### src/rtl/sayeh_sr_pkg.sv
// Shared constants for the SAYEH-style status register with shadow stack.
package sayeh_sr_pkg;

    // Architectural flag positions in the live register
    localparam int unsigned FLAG_C = 0;
    localparam int unsigned FLAG_Z = 1;

    // Default geometry
    localparam int unsigned NFLAGS_DEF = 2;
    localparam int unsigned DEPTH_DEF  = 4;

    // Width of the stack level counter for the default depth
    localparam int unsigned LVL_W = $clog2(DEPTH_DEF + 1);

    // Per-bit mask update: set wins over clear, untouched bits hold
    function automatic logic [31:0] apply_masks(
        input logic [31:0] cur,
        input logic [31:0] set_m,
        input logic [31:0] clr_m
    );
        return set_m | (cur & ~clr_m);
    endfunction

endpackage

### src/rtl/sr_lifo.sv
// LIFO shadow storage with level counter and registered full/empty decode.
// Callers present only effective operations: push when not full, pop or
// exchange when not empty. The guards below are a second line of defence.
module sr_lifo
    import sayeh_sr_pkg::*;
#(
    parameter int unsigned WIDTH = NFLAGS_DEF,
    parameter int unsigned DEPTH = DEPTH_DEF
) (
    input  logic                         clk,
    input  logic                         reset,
    input  logic                         push,
    input  logic                         pop,
    input  logic                         exchange,
    input  logic [WIDTH-1:0]             wdata,
    output logic [WIDTH-1:0]             rdata,
    output logic [$clog2(DEPTH+1)-1:0]   level,
    output logic                         full,
    output logic                         empty
);

    localparam int unsigned LEVEL_W = $clog2(DEPTH + 1);
    localparam int unsigned IDX_W   = (DEPTH > 1) ? $clog2(DEPTH) : 1;

    logic [WIDTH-1:0]   r_mem [DEPTH];
    logic [LEVEL_W-1:0] r_level;
    logic               r_full;
    logic               r_empty;

    logic [LEVEL_W-1:0] w_level_nxt;
    logic [IDX_W-1:0]   w_wr_idx;
    logic [IDX_W-1:0]   w_top_idx;
    logic               w_do_push;
    logic               w_do_pop;
    logic               w_do_exch;

    assign w_do_push = push && !r_full;
    assign w_do_pop  = pop && !r_empty;
    assign w_do_exch = exchange && !r_empty;

    assign w_wr_idx  = IDX_W'(r_level);
    assign w_top_idx = IDX_W'(r_level - LEVEL_W'(1));

    // Next level: exchange leaves the count untouched
    always_comb begin
        w_level_nxt = r_level;
        if (w_do_push) begin
            w_level_nxt = r_level + LEVEL_W'(1);
        end else if (w_do_pop) begin
            w_level_nxt = r_level - LEVEL_W'(1);
        end
    end

    // Level counter and its full/empty decode, registered together
    always_ff @(posedge clk) begin
        if (reset) begin
            r_level <= '0;
            r_full  <= 1'b0;
            r_empty <= 1'b1;
        end else begin
            r_level <= w_level_nxt;
            r_full  <= (w_level_nxt == LEVEL_W'(DEPTH));
            r_empty <= (w_level_nxt == '0);
        end
    end

    // Storage array; contents intentionally survive reset
    always_ff @(posedge clk) begin
        if (!reset) begin
            if (w_do_push) begin
                r_mem[w_wr_idx] <= wdata;
            end else if (w_do_exch) begin
                r_mem[w_top_idx] <= wdata;
            end
        end
    end

    assign rdata = r_empty ? '0 : r_mem[w_top_idx];
    assign level = r_level;
    assign full  = r_full;
    assign empty = r_empty;

endmodule

### src/rtl/status_register_stack.sv
// Live status flag register with set/clear masks, parallel load and a
// LIFO shadow stack for save/restore around interrupts and calls.
module status_register_stack
    import sayeh_sr_pkg::*;
#(
    parameter int unsigned NFLAGS = NFLAGS_DEF,
    parameter int unsigned DEPTH  = DEPTH_DEF
) (
    input  logic                         clk,
    input  logic                         reset,
    input  logic                         SRload,
    input  logic [NFLAGS-1:0]            flag_in,
    input  logic [NFLAGS-1:0]            set_mask,
    input  logic [NFLAGS-1:0]            clr_mask,
    input  logic                         push,
    input  logic                         pop,
    input  logic                         err_clr,
    output logic [NFLAGS-1:0]            flags_out,
    output logic [$clog2(DEPTH+1)-1:0]   level,
    output logic                         full,
    output logic                         empty,
    output logic                         overflow,
    output logic                         underflow
);

    logic [NFLAGS-1:0] r_flags;
    logic              r_overflow;
    logic              r_underflow;

    logic [NFLAGS-1:0] w_flags_nxt;
    logic [NFLAGS-1:0] w_masked;
    logic [NFLAGS-1:0] w_stack_top;
    logic              w_full;
    logic              w_empty;
    logic              w_push_eff;
    logic              w_pop_eff;
    logic              w_exch_eff;
    logic              w_ovf_evt;
    logic              w_unf_evt;
    logic              w_ovf_nxt;
    logic              w_unf_nxt;

    // Resolve push/pop requests against the current stack occupancy.
    // push+pop on an empty stack degrades to a plain push.
    assign w_push_eff = push && !w_full && (!pop || w_empty);
    assign w_pop_eff  = pop && !push && !w_empty;
    assign w_exch_eff = push && pop && !w_empty;
    assign w_ovf_evt  = push && !pop && w_full;
    assign w_unf_evt  = pop && !push && w_empty;

    sr_lifo #(
        .WIDTH (NFLAGS),
        .DEPTH (DEPTH)
    ) u_lifo (
        .clk      (clk),
        .reset    (reset),
        .push     (w_push_eff),
        .pop      (w_pop_eff),
        .exchange (w_exch_eff),
        .wdata    (r_flags),
        .rdata    (w_stack_top),
        .level    (level),
        .full     (w_full),
        .empty    (w_empty)
    );

    assign w_masked = NFLAGS'(apply_masks(32'(r_flags), 32'(set_mask), 32'(clr_mask)));

    // Live register next value: restore from stack, then load, then masks
    always_comb begin
        w_flags_nxt = r_flags;
        if (w_pop_eff || w_exch_eff) begin
            w_flags_nxt = w_stack_top;
        end else if (SRload) begin
            w_flags_nxt = flag_in;
        end else begin
            w_flags_nxt = w_masked;
        end
    end

    // Sticky error next value: a new event beats a clear in the same cycle
    always_comb begin
        w_ovf_nxt = r_overflow;
        w_unf_nxt = r_underflow;
        if (err_clr) begin
            w_ovf_nxt = 1'b0;
            w_unf_nxt = 1'b0;
        end
        if (w_ovf_evt) begin
            w_ovf_nxt = 1'b1;
        end
        if (w_unf_evt) begin
            w_unf_nxt = 1'b1;
        end
    end

    // Live flags and sticky errors
    always_ff @(posedge clk) begin
        if (reset) begin
            r_flags     <= '0;
            r_overflow  <= 1'b0;
            r_underflow <= 1'b0;
        end else begin
            r_flags     <= w_flags_nxt;
            r_overflow  <= w_ovf_nxt;
            r_underflow <= w_unf_nxt;
        end
    end

    assign flags_out = r_flags;
    assign full      = w_full;
    assign empty     = w_empty;
    assign overflow  = r_overflow;
    assign underflow = r_underflow;

endmodule
### config.mk
export PLATFORM = sky130hd
export DESIGN_NAME = status_register_stack
export DESIGN_NICKNAME = d
export VERILOG_FILES = /design/src/rtl/sayeh_sr_pkg.sv /design/src/rtl/sr_lifo.sv /design/src/rtl/status_register_stack.sv
export SDC_FILE = /design/constraint.sdc
export NUM_CORES = 1
export LEC_CHECK = 0
export ABC_AREA = 1
export CORE_AREA = 4 4 43 45
export DETAILED_ROUTE_END_ITERATION = 8
export DIE_AREA = 0 0 47 49
export DONT_BUFFER_PORTS = 1
export PLACE_DENSITY_LB_ADDON = 0.08
export SYNTH_ARGS = -nofsm -noshare
export SYNTH_HDL_FRONTEND = slang
export SYNTH_SLANG_ARGS = --single-unit
### constraint.sdc
create_clock -name clk -period 3.9 [get_ports clk]
set_input_delay 0.78 -clock clk [delete_from_list [all_inputs] [get_ports clk]]
set_output_delay 0.78 -clock clk [all_outputs]
set_load 0.005 [all_outputs]
---- Yosys cells after proc, flatten, opt, wreduce, memory -nomap -nowiden ----
Memories as Yosys holds them, arrays and structs flattened.
Index checks and enable logic that the tools add are counted.
word-level totals
  memory bits (writable) .................. 8
  memories kept ........................... 1
  input port bits ......................... 12
  register bits ........................... 9
memory list
  name          depth  bits a word  read ports  clocked after Yosys merged registers in  wr ports  RTL line       text
  u_lifo.r_mem  4      2            1           0                                        1         sr_lifo.sv:25  logic [WIDTH-1:0] r_mem [DEPTH];
operators by class
  eq/ne operators ......................... 1
  add/sub/neg operators ................... 2
  bitwise logic cells ..................... 3
  mux-type cells .......................... 18
  reduce and logical (&&, ||, !) cells .... 22
operators with widths
  operator               count
  $logic_and A1 B1 Y1    12
  $mux W1                11
  $mux W2                5
  $mux W3                2
  $logic_not A1 Y1       4
  $reduce_bool A2 Y1     2
  $add A3 B1 Y3 const B  1
  $eq A3 B3 Y1 const B   1
  $logic_not A3 Y1       1
  $sub A3 B1 Y3 const B  1
  $and A2 B2 Y2          1
  $logic_or A1 B1 Y1     2
  $not A2 Y2             1
  $or A2 B2 Y2           1
  $reduce_or A2 Y1       1

---- Depth between registers and ports, before layout ----
Gate-level depths: netlist of run 1.
  word-level depth ........................ 9
  depth in mapped cells ................... 9

---- Modules after synthesis ----
From an unflattened synthesis of run 1, not the netlist that was laid out.
second synthesis, totals
  cell total of the unflattened synthesis .. 121
  area total of the unflattened synthesis .. 915.9 um^2
by module, submodules not included
  module                 seq. area each (um^2)  area an instance (um^2)  cells an instance  instances
  sr_lifo                340.3                  680.7                    80                 1
  status_register_stack  80.1                   235.2                    41                 1

---- Worst setup path after synthesis of run 1 ----
No wires, ideal clock.
  path type ............................... flip-flop to flip-flop
  start point ............................. reg u_lifo.r_level[0], in the netlist u_lifo.level[0]
  end point ............................... mem u_lifo.r_mem[0][0] in the netlist's numbering (enable)
  clock period less this slack ............ 1.786 ns
  data required time ...................... 3.591 ns
  library setup time ...................... 0.309 ns
  data arrival time ....................... 1.478 ns
  cell stages (with the launch flop) ...... 8
  path slack .............................. 2.114 ns
  path through ............................ dfxtp_1 -> buf_2 -> clkinv_1 -> ha_1 -> inv_1 -> o21ai_2 -> inv_1 -> nor2_1
between the ends
  word-level cells in the longest chain between the ends .. 2
RTL lines
  item                      RTL line       text
  start: declaration        sr_lifo.sv:26  logic [LEVEL_W-1:0] r_level;
  start signal: assignment  sr_lifo.sv:61  r_level <= w_level_nxt;
  $sub A3 B1 Y3             sr_lifo.sv:42  assign w_top_idx = IDX_W'(r_level - LEVEL_W'(1));
  $mux W2 (no line) (*)     --
  end: declaration          sr_lifo.sv:25
Every way passes the cells marked *; elsewhere a longest branch is shown, timed or not.

---- Worst setup path in the final report of run 1 ----
  start point ............................. reg u_lifo.r_level[0], in the netlist u_lifo.level[0]
  end point ............................... mem u_lifo.r_mem[1][0] in the netlist's numbering (enable)
The elaborated chain is that of the path after synthesis.

==> impl_metrics.env, run 1 <==
export IMPL_crit_path_start_kind="flop"
export IMPL_final_cells=123
export IMPL_grt_pass1_vias=619
export IMPL_seq_area_frac_synth_pct=49.6
export IMPL_grt_first_pass_wirelength_um=2640
export IMPL_crit_type="reg2reg"
export IMPL_run_status="complete, no violations"
export IMPL_clk_latency_ps=290
export IMPL_p_leak_nw=0.411
export IMPL_worst_path_max_delay_cell="dfxtp_1"
export IMPL_p_total_mw=0.433
export IMPL_ir_worst_vdd_uv=285
export IMPL_hold_viol_final=0
export IMPL_finalSetupViolations=0
export IMPL_gr_total_overflow=0
export IMPL_syn_area_um2=848
export IMPL_drt_iter0_drc=22
export IMPL_dieArea_mm2=0.00230
export IMPL_power_density_mw_per_mm2=487
export IMPL_row_count=14
export IMPL_fin_skew_ps=3.38
export IMPL_period_share_pct=53.5
export IMPL_r2r_start="u_lifo.level[0]$_SDFF_PP0_"
export IMPL_slew_headroom_pct=76.2
export IMPL_wl_um=1650
export IMPL_cts_setup_buffers=0
export IMPL_hold_depth=2
export IMPL_cp_max_fo=9
export IMPL_via_count=684
export IMPL_post_cts_resized=0
export IMPL_wl_per_cell_um=13.4
export IMPL_die_y_um=49
export IMPL_fin_nets=122
export IMPL_finalCriticalPeriod_ps=2090
export IMPL_cts_root_buffer="clkbuf_4"
export IMPL_arrival_ps=2080
export IMPL_ioPinCount=21
export IMPL_r2r_end="u_lifo.r_mem[1][0]$_DFFE_PP_"
export IMPL_syn_area_per_cell_um2=8.16
export IMPL_cp_end_kind="flop"
export IMPL_grtUsageTotal_pct=15.8
export IMPL_clock_fmax_mhz=479
export IMPL_r2r_slack_ps=1810
export IMPL_n_fill_cell=148
export IMPL_path_clk_slew_ps=90
export IMPL_grt_max_degree=10
export IMPL_required_ps=3900
export IMPL_area_delta_synth_final_pct=4.87
export IMPL_antenna_found_initial=0
export IMPL_core_mm2=0.00147
export IMPL_hold_path_end="overflow$_SDFFE_PP0P_"
export IMPL_drt_first_pass_iters=4
export IMPL_critical_path_most_common_cell="inv_1"
export IMPL_diodes=0
export IMPL_syn_num_nets=118
export IMPL_die_x_um=47
export IMPL_final_antenna_net_count=0
export IMPL_drc_errors=0
export IMPL_synth_cell_type_count=20
export IMPL_min_from="overflow$_SDFFE_PP0P_"
export IMPL_r2r_cells=6
export IMPL_cts_buffers_inserted=3
export IMPL_initial_core_util_pct=57.7
export IMPL_tns_ps=0
export IMPL_drive_gt1_share_pct=8.41
export IMPL_cts_hold_buffers=0
export IMPL_gp_congestion=0.790
export IMPL_clockBufferDepth=2
export IMPL_cts_sinks=17
export IMPL_numPortBuffers=0
export IMPL_worstMarginPinSlew_ps=356
export IMPL_rsz0062_at_grt="no"
export IMPL_drv_cap=0
export IMPL_vias_per_cell=5.56
export IMPL_slowest_delay_ps=540
export IMPL_hpwl_um=1300
export IMPL_synth_warnings=0
export IMPL_synth_seq_cells=17
export IMPL_cts_tree="yes"
export IMPL_cp_top_family="flip-flops"
export IMPL_hold_class="reg2reg"
export IMPL_htree_levels=1
export IMPL_crit_buf_inv=3
export IMPL_syn_inst=104
export IMPL_dp_cells=119
export IMPL_drv_slew=0
export IMPL_cp_cell_sequence="clkinv_1 -> ha_1 -> inv_1 -> o21ai_2 -> inv_1 -> nor2_1"
## worst reg2reg max path, stage by stage (launching register included)
cell and delay, ps:
dfxtp_1 540, clkinv_1 280, ha_1 440, inv_1 100, o21ai_2 180, inv_1 70
nor2_1 180
## stage by stage
step | worst slack [ps] | hold slack [ps] | cell area [um^2] | util [%]
after global placement | 1970 | 465 | 863 | 58.7
after CTS | 1820 | 484 | 890 | 60.5
final | 1810 | 478 | 890 | 60.5
after detailed placement | 1830 | 469 | 863 | 58.7
after floorplan | 2110 | 454 | 848 | -
after global routing | 1660 | 500 | 890 | 60.5
## metal layers
metal / track usage, % / wire length (um) / share of wire, %
met4: 9.68 / 47 / 2.8
met5: 0 / 0 / 0
met2: 21.0 / 688 / 42
met3: 3.69 / 115 / 7.0
met1: 22.3 / 800 / 48
## cells by family after synthesis
logic type / share of synthesized area [%]
buffers and inverters: 7.82
adder cells (fa/ha/maj): 2.95
XOR/XNOR: 2.07
flip-flops: 49.6
AO/OA/AOI/OAI: 8.85
AND/OR/NAND/NOR: 28.8
## cell type report
cell class	instances	area [um^2]	area share (%)
inverters	16	61.3	6.89
multi-input cells	70	362	40.6
well taps	16	20.0	2.25
clock buffers	4	26.3	2.95
flip-flops and latches	17	420	47.3
## flip-flops by register name (all words and copies together) (netlist names)
name,cells
u_lifo.full,1
overflow,1
flags_out,2
u_lifo.empty,1
u_lifo.level,3
underflow,1
u_lifo.r_mem,8
## worst max-delay path by stage
stage	from	to	slack (ps)	depth (start not counted)
4_1_cts	u_lifo.level[0]$_SDFF_PP0_	u_lifo.r_mem[1][0]$_DFFE_PP_	1820	6
3_5_place_dp	u_lifo.level[0]$_SDFF_PP0_	u_lifo.r_mem[1][1]$_DFFE_PP_	1830	6
6_report	u_lifo.level[0]$_SDFF_PP0_	u_lifo.r_mem[1][0]$_DFFE_PP_	1810	6
5_1_grt	u_lifo.level[0]$_SDFF_PP0_	u_lifo.r_mem[1][0]$_DFFE_PP_	1660	6
3_3_place_gp	u_lifo.level[0]$_SDFF_PP0_	u_lifo.r_mem[1][0]$_DFFE_PP_	1970	6
2_1_floorplan	u_lifo.level[0]$_SDFF_PP0_	u_lifo.r_mem[0][0]$_DFFE_PP_	2110	7
## placed cells by master (no fill, tap or decap)
| cell type | Yosys | layout |
|---|---|---|
| nand3_2 | 1 | 1 |
| ha_1 | 2 | 2 |
| dfxtp_1 | 9 | 9 |
| nand2_4 | 1 | 1 |
| xor2_1 | 2 | 2 |
| clkinv_1 | 1 | 1 |
| clkbuf_1 | 0 | 1 |
| o21ai_0 | 6 | 6 |
| clkbuf_4 | 0 | 3 |
| nand3_4 | 1 | 1 |
| nor2_1 | 13 | 13 |
| o22ai_1 | 1 | 1 |
| clkinv_2 | 1 | 1 |
| nand3_1 | 11 | 11 |
| nand2_1 | 22 | 22 |
| a21oi_1 | 6 | 6 |
| edfxtp_1 | 8 | 8 |
| inv_2 | 1 | 1 |
| nand4_1 | 3 | 3 |
| inv_1 | 13 | 13 |
| o21ai_2 | 1 | 1 |
## synthesized netlist by cell type
| master | count | share of area [%] |
|---|---|---|
| ha_1 | 2 | 2.9 |
| inv_2 | 1 | 0.44 |
| edfxtp_1 | 8 | 28 |
| xor2_1 | 2 | 2.1 |
| a21oi_1 | 6 | 3.5 |
| nor2_1 | 13 | 5.8 |
| nand4_1 | 3 | 2.2 |
| nand2_1 | 22 | 9.7 |
| nand2_4 | 1 | 1.3 |
| inv_1 | 13 | 5.8 |
| buf_2 | 1 | 0.59 |
| o21ai_2 | 1 | 1.0 |
| clkinv_1 | 1 | 0.44 |
| o22ai_1 | 1 | 0.74 |
| nand3_4 | 1 | 2.1 |
| o21ai_0 | 6 | 3.5 |
| dfxtp_1 | 9 | 21 |
| nand3_1 | 11 | 6.5 |
| nand3_2 | 1 | 1.2 |
| clkinv_2 | 1 | 0.59 |
## where the power goes
part           switching, mW  leakage [nW]  internal [mW]
Clock                 0.0545        0.0150         0.0399
Combinational         0.0697         0.248         0.0371
Sequential            0.0221         0.148          0.210
Note: power is estimated with default switching activity, not from simulation.
==> run 2: changes to the inputs <==
--- a/config.mk
+++ b/config.mk
@@ -6,9 +6,9 @@
 export NUM_CORES = 1
 export LEC_CHECK = 0
 export ABC_AREA = 1
-export CORE_AREA = 4 4 43 45
+export CORE_AREA = 4 4 46 48
 export DETAILED_ROUTE_END_ITERATION = 8
-export DIE_AREA = 0 0 47 49
+export DIE_AREA = 0 0 50 52
 export DONT_BUFFER_PORTS = 1
 export PLACE_DENSITY_LB_ADDON = 0.08
 export SYNTH_ARGS = -nofsm -noshare
==> constraint.sdc (replaced) <==
create_clock -name clk -period 1.76 [get_ports clk]
set_input_delay 0.352 -clock clk [delete_from_list [all_inputs] [get_ports clk]]
set_output_delay 0.352 -clock clk [all_outputs]
set_load 0.005 [all_outputs]
==> run 2 against run 1 <==
Compared with the run above: via count stayed put; critical endpoint is now u_lifo.r_mem[2][0]$_DFFE_PP_; largest power group unchanged; sequential power rose by 120%; final cell count increased by 9.8%; critical path depth unchanged.
==> impl_metrics.env, run 2 (synthesis gave the netlist of run 1 again) <==
export IMPL_run_status="complete, no violations"
export IMPL_grtUsageTotal_pct=15.2
export IMPL_die_x_um=50
export IMPL_post_cts_resized=0
export IMPL_drt_iter0_drc=10
export IMPL_p_total_mw=0.979
export IMPL_drc_errors=0
export IMPL_diodes=0
export IMPL_rsz0062_at_grt="no"
export IMPL_power_density_mw_per_mm2=1060
export IMPL_cts_sinks=17
export IMPL_drive_gt1_share_pct=12.7
export IMPL_area_delta_synth_final_pct=9.14
export IMPL_hpwl_um=1320
export IMPL_final_cell_mix="22 x nand2_1, 13 x inv_1, 13 x nor2_1"
export IMPL_numPortBuffers=0
export IMPL_cts_tree="yes"
export IMPL_crit_buf_inv=1
export IMPL_clockBufferDepth=2
export IMPL_slew_headroom_pct=82.1
export IMPL_fin_skew_ps=3.22
export IMPL_gp_congestion=0.801
export IMPL_path_clk_slew_ps=100
export IMPL_drv_cap=0
export IMPL_dieArea_mm2=0.00260
export IMPL_hold_viol_final=0
export IMPL_cp_max_fo=6
export IMPL_ioPinCount=21
export IMPL_gr_total_overflow=0
export IMPL_via_count=684
export IMPL_antenna_found_initial=0
export IMPL_core_mm2=0.00171
export IMPL_tns_ps=0
export IMPL_vias_per_cell=5.07
export IMPL_clock_fmax_mhz=638
export IMPL_cts_hold_buffers=0
export IMPL_holdWs_ps=115
export IMPL_crit_path_start_kind="flop"
export IMPL_htree_levels=1
export IMPL_drt_first_pass_iters=4
export IMPL_hold_class="in2reg"
export IMPL_clk_latency_ps=290
export IMPL_final_common_cell="nand2_1"
export IMPL_drv_slew=0
export IMPL_dpl_cell_area_um2=898
export IMPL_ir_worst_vdd_uv=539
export IMPL_period_share_pct=89.0
export IMPL_wl_um=1640
export IMPL_cts_buffers_inserted=3
export IMPL_initial_core_util_pct=49.7
export IMPL_final_antenna_net_count=0
export IMPL_dp_cells=131
export IMPL_grt_first_pass_wirelength_um=2910
export IMPL_finalSetupViolations=0
export IMPL_worst_path_max_delay_cell="dfxtp_1"
export IMPL_final_cells=135
export IMPL_slowest_delay_ps=380
export IMPL_die_y_um=52
export IMPL_required_ps=1750
export IMPL_regMostFlops="u_lifo.r_mem"
export IMPL_worstMarginPinSlew_ps=268
export IMPL_stdcell_area_um2=926
export IMPL_fin_nets=125
export IMPL_postLayoutCoreUtil_pct=54.2
export IMPL_dp_slack_ps=198
export IMPL_fin_ws_ps=193
export IMPL_grt_pass1_vias=651
export IMPL_cts_setup_buffers=0
export IMPL_cp_end_kind="flop"
export IMPL_largest_reg_flops=8
export IMPL_cp_cell_sequence="inv_1 -> nand2_4 -> nand3_1 -> o21ai_0 -> nand2_1 -> nor2_1"
export IMPL_grt_max_degree=11
export IMPL_cts_root_buffer="clkbuf_4"
export IMPL_arrival_ps=1560
export IMPL_cp_top_family="simple AND/OR/NAND/NOR gates"
export IMPL_row_count=15
export IMPL_crit_type="reg2reg"
export IMPL_r2r_slack_ps=190
export IMPL_p_leak_nw=0.431
export IMPL_finalCriticalPeriod_ps=1570
export IMPL_wl_per_cell_um=12.2
## run 2: cell count changes in the layout (fill, tap and decap cells not counted), sizes merged
cell	delta
clkbuf	-1
clkinv	+1
buf	+3
## run 2: path summary, 6_finish.rpt
| check | start | end | cells past startpoint |
|---|---|---|---|
| max reg2reg | u_lifo.empty$_SDFF_PP1_ | u_lifo.r_mem[2][0]$_DFFE_PP_ | 6 |
| min | reset | overflow$_SDFFE_PP0P_ | 1 |
| max | u_lifo.empty$_SDFF_PP1_ | u_lifo.r_mem[2][0]$_DFFE_PP_ | 6 |
| min reg2reg | overflow$_SDFFE_PP0P_ | overflow$_SDFFE_PP0P_ | 2 |
## run 2: where the power goes
group	internal (mW)	switching (mW)	leakage (nW)
Sequential	0.465	0.0385	0.148
Clock	0.0844	0.124	0.0177
Combinational	0.0979	0.169	0.265
## run 2: cell type report
cell class,instances,area [um^2]
Fill cell,174,782
Sequential cell,17,420
Multi-Input combinational cell,70,362
Inverter,16,62.6
Tap cell,25,31.3
Clock buffer,3,22.5
Timing Repair Buffer,3,22.5
Clock inverter,1,5.00
## run 2: metal layers
metal	up-vias	wire [um]	global-route usage (%)
met5	-	0	0
met4	0	19	8.29
met3	2	122	4.01
met2	25	712	23.0
met1	300	787	19.6
li1	357	-	-
==> run 3: changes to the inputs <==
--- a/config.mk
+++ b/config.mk
@@ -5,12 +5,12 @@
 export SDC_FILE = /design/constraint.sdc
 export NUM_CORES = 1
 export LEC_CHECK = 0
-export ABC_AREA = 1
-export CORE_AREA = 4 4 46 48
+export CORE_AREA = 4 4 59 61
 export DETAILED_ROUTE_END_ITERATION = 8
-export DIE_AREA = 0 0 50 52
+export DIE_AREA = 0 0 63 65
 export DONT_BUFFER_PORTS = 1
 export PLACE_DENSITY_LB_ADDON = 0.08
 export SYNTH_ARGS = -nofsm -noshare
 export SYNTH_HDL_FRONTEND = slang
 export SYNTH_SLANG_ARGS = --single-unit
+export TNS_END_PERCENT = 10
==> run 3 against run 2 <==
Compared with the run above: critical endpoint is now u_lifo.full$_SDFF_PP0_; critical path depth fell by 1; via count fell by 7.2%; final cell count fell by 12%; worst setup slack got worse by 55 ps; clock skew rose by 7.3 ps; synthesized area rose by 3.1%; synthesized cell count fell by 22%; fmax fell by 3.4%; cell area rose by 5.0%; sequential power fell by 5.8%; die area rose by 57%; critical path type unchanged.
==> impl_metrics.env, run 3 <==
export IMPL_die_y_um=65
export IMPL_dp_slack_ps=166
export IMPL_hold_viol_final=0
export IMPL_tns_ps=0
export IMPL_diodes=0
export IMPL_clock_fmax_mhz=616
export IMPL_r2r_cells=5
export IMPL_ir_worst_vdd_uv=284
export IMPL_cp_end_kind="flop"
export IMPL_crit_path_start_kind="flop"
export IMPL_cp_max_fo=9
export IMPL_grt_pass1_vias=662
export IMPL_slowest_delay_ps=480
export IMPL_power_density_mw_per_mm2=951
export IMPL_comb_power_share_pct=26.3
export IMPL_synth_seq_cells=17
export IMPL_clockBufferDepth=2
export IMPL_seq_area_frac_synth_pct=48.1
export IMPL_synth_edf_count=8
export IMPL_worst_path_max_delay_cell="or4_1"
export IMPL_cts_buffers_inserted=3
export IMPL_cts_setup_buffers=0
export IMPL_clk_latency_ps=290
export IMPL_slew_headroom_pct=75.1
export IMPL_p_sw_mw=0.267
export IMPL_syn_area_per_cell_um2=10.8
export IMPL_gp_congestion=0.744
export IMPL_hold_depth=1
export IMPL_drv_slew=0
export IMPL_cts_root_buffer="clkbuf_4"
export IMPL_post_cts_resized=0
export IMPL_synth_area_leaders="edfxtp_1 27%, dfxtp_1 21%, mux4_1 6.0%, nand2b_1 5.0%, a21oi_1 4.0%"
export IMPL_synth_top_area_share_pct=27.5
export IMPL_grtUsageTotal_pct=10.5
export IMPL_regMostFlops="u_lifo.r_mem"
export IMPL_cts_sinks=17
export IMPL_gr_total_overflow=0
export IMPL_die_x_um=63
export IMPL_synth_warnings=0
export IMPL_antenna_found_initial=0
export IMPL_syn_inst=81
export IMPL_area_delta_synth_final_pct=11.2
export IMPL_crit_type="reg2reg"
export IMPL_finalSetupViolations=0
export IMPL_htree_levels=1
export IMPL_p_leak_nw=0.336
export IMPL_synthTopCellsByCount="9 x dfxtp_1, 8 x edfxtp_1, 8 x nor2_1"
export IMPL_hold_class="in2reg"
export IMPL_cts_hold_buffers=0
export IMPL_numPortBuffers=0
export IMPL_synth_cell_type_count=31
export IMPL_p_clk_share_pct=22.3
export IMPL_syn_num_nets=95
export IMPL_run_status="complete, no violations"
export IMPL_required_ps=1990
export IMPL_path_clk_slew_ps=100
export IMPL_cp_cell_sequence="inv_6 -> ha_4 -> or4_1 -> a31oi_1 -> nor3b_2"
export IMPL_wl_per_cell_um=16.4
export IMPL_row_count=20
export IMPL_dieArea_mm2=0.00410
export IMPL_drt_iter0_drc=22
export IMPL_finalCriticalPeriod_ps=1620
export IMPL_drive_gt1_share_pct=16.3
export IMPL_fin_ws_ps=138
export IMPL_final_cell_mix="8 x nor2_1, 8 x dfxtp_1, 8 x edfxtp_1"
export IMPL_synth_most_common_cell="dfxtp_1"
export IMPL_drv_cap=0
export IMPL_fin_skew_ps=10.5
export IMPL_vias_per_cell=5.34
export IMPL_hpwl_um=1510
export IMPL_final_antenna_net_count=0
export IMPL_cts_tree="yes"
export IMPL_fin_nets=101
export IMPL_n_fill_cell=306
export IMPL_seq_power_share_pct=51.4
export IMPL_intPower_mw=0.657
export IMPL_period_share_pct=92.2
export IMPL_ys_async_sr_fraction_pct=0
export IMPL_yosysTopAreaCell="edfxtp_1"
export IMPL_worstMarginPinSlew_ps=372
export IMPL_wl_um=1950
export IMPL_via_count=635
export IMPL_syn_area_um2=875
export IMPL_ioPinCount=21
export IMPL_grt_first_pass_wirelength_um=3310
export IMPL_initial_core_util_pct=29.4
export IMPL_switching_share_pct=28.9
export IMPL_grt_max_degree=12
export IMPL_core_mm2=0.00298
export IMPL_rsz0062_at_grt="no"
export IMPL_synthFlopType="dfxtp_1"
export IMPL_arrival_ps=1850
export IMPL_drt_first_pass_iters=4
export IMPL_largest_reg_flops=8
export IMPL_drc_errors=0
## run 3: changes by cell type in the layout (fill, tap and decap cells not counted), sizes merged, moves of 5 or more
cell    before  now
nand2       23    2
o21ai        7    1
nand3       13    3
inv         14    3
nand2b       0    7
nor2        13    8
## run 3: routing by layer
metal	vias to the layer above	track usage, %	wire (um)
met5	-	0	0
li1	315	-	-
met2	19	15.4	891
met3	2	2.43	112
met1	299	14.7	929
met4	0	4.13	19
## run 3: kinds of logic after synthesis
group | count (synthesis) | synth area share [%]
xor gates and xnor gates | 2 | 2.00
DFF | 17 | 48.1
muxes | 3 | 7.15
adders and majority gates | 2 | 2.86
AOI/OAI and AO/OA | 19 | 14.7
and+or+nand+nor | 30 | 20.0
buffers and inverters | 8 | 5.15
## run 3: worst paths after layout
path,start,end,slack [ps]
setup / recovery,u_lifo.level[0]$_SDFF_PP0_,u_lifo.full$_SDFF_PP0_,140
hold / removal,reset,u_lifo.full$_SDFF_PP0_,110
setup reg to reg,u_lifo.level[0]$_SDFF_PP0_,u_lifo.full$_SDFF_PP0_,140
hold reg to reg,underflow$_SDFFE_PP0P_,underflow$_SDFFE_PP0P_,510
## run 3: power groups by stage
stage | clock, mW | sequential [mW] | combinational [mW]
2_1_floorplan | 0 | 0.482 | 0.194
3_3_place_gp | 0 | 0.485 | 0.248
3_5_place_dp | 0 | 0.486 | 0.244
4_1_cts | 0.217 | 0.477 | 0.245
5_1_grt | 0.240 | 0.481 | 0.274
6_report | 0.207 | 0.475 | 0.243
## run 3: worst max-delay path, delay by kind of cell (launching register included)
family	cells	cell delay, ps
compound gates	1	210
fa+ha+maj	1	270
buf+inv	1	50
flops	1	380
simple gates	2	650
## run 3: cell type report
type	instances	area, um^2	area share, %
clock buffer	4	26.3	2.70
inverter	3	16.3	1.67
multi-input combinational	56	422	43.4
sequential	17	422	43.4
tap	33	41.3	4.25
timing repair buffer	6	45.0	4.63
## run 3: per-stage QoR
step                      power, mW  cell area, um^2  hold WS [ps]  std cells  utilization (%)
after detailed placement      0.729              946           425        115             31.8
after global routing          0.994              972          88.2        119             32.6
final                         0.924              972           115        119             32.6
after floorplan               0.677              895           461         81                -
after CTS                     0.939              972           106        119             32.6
after global placement        0.733              946           424        115             31.8
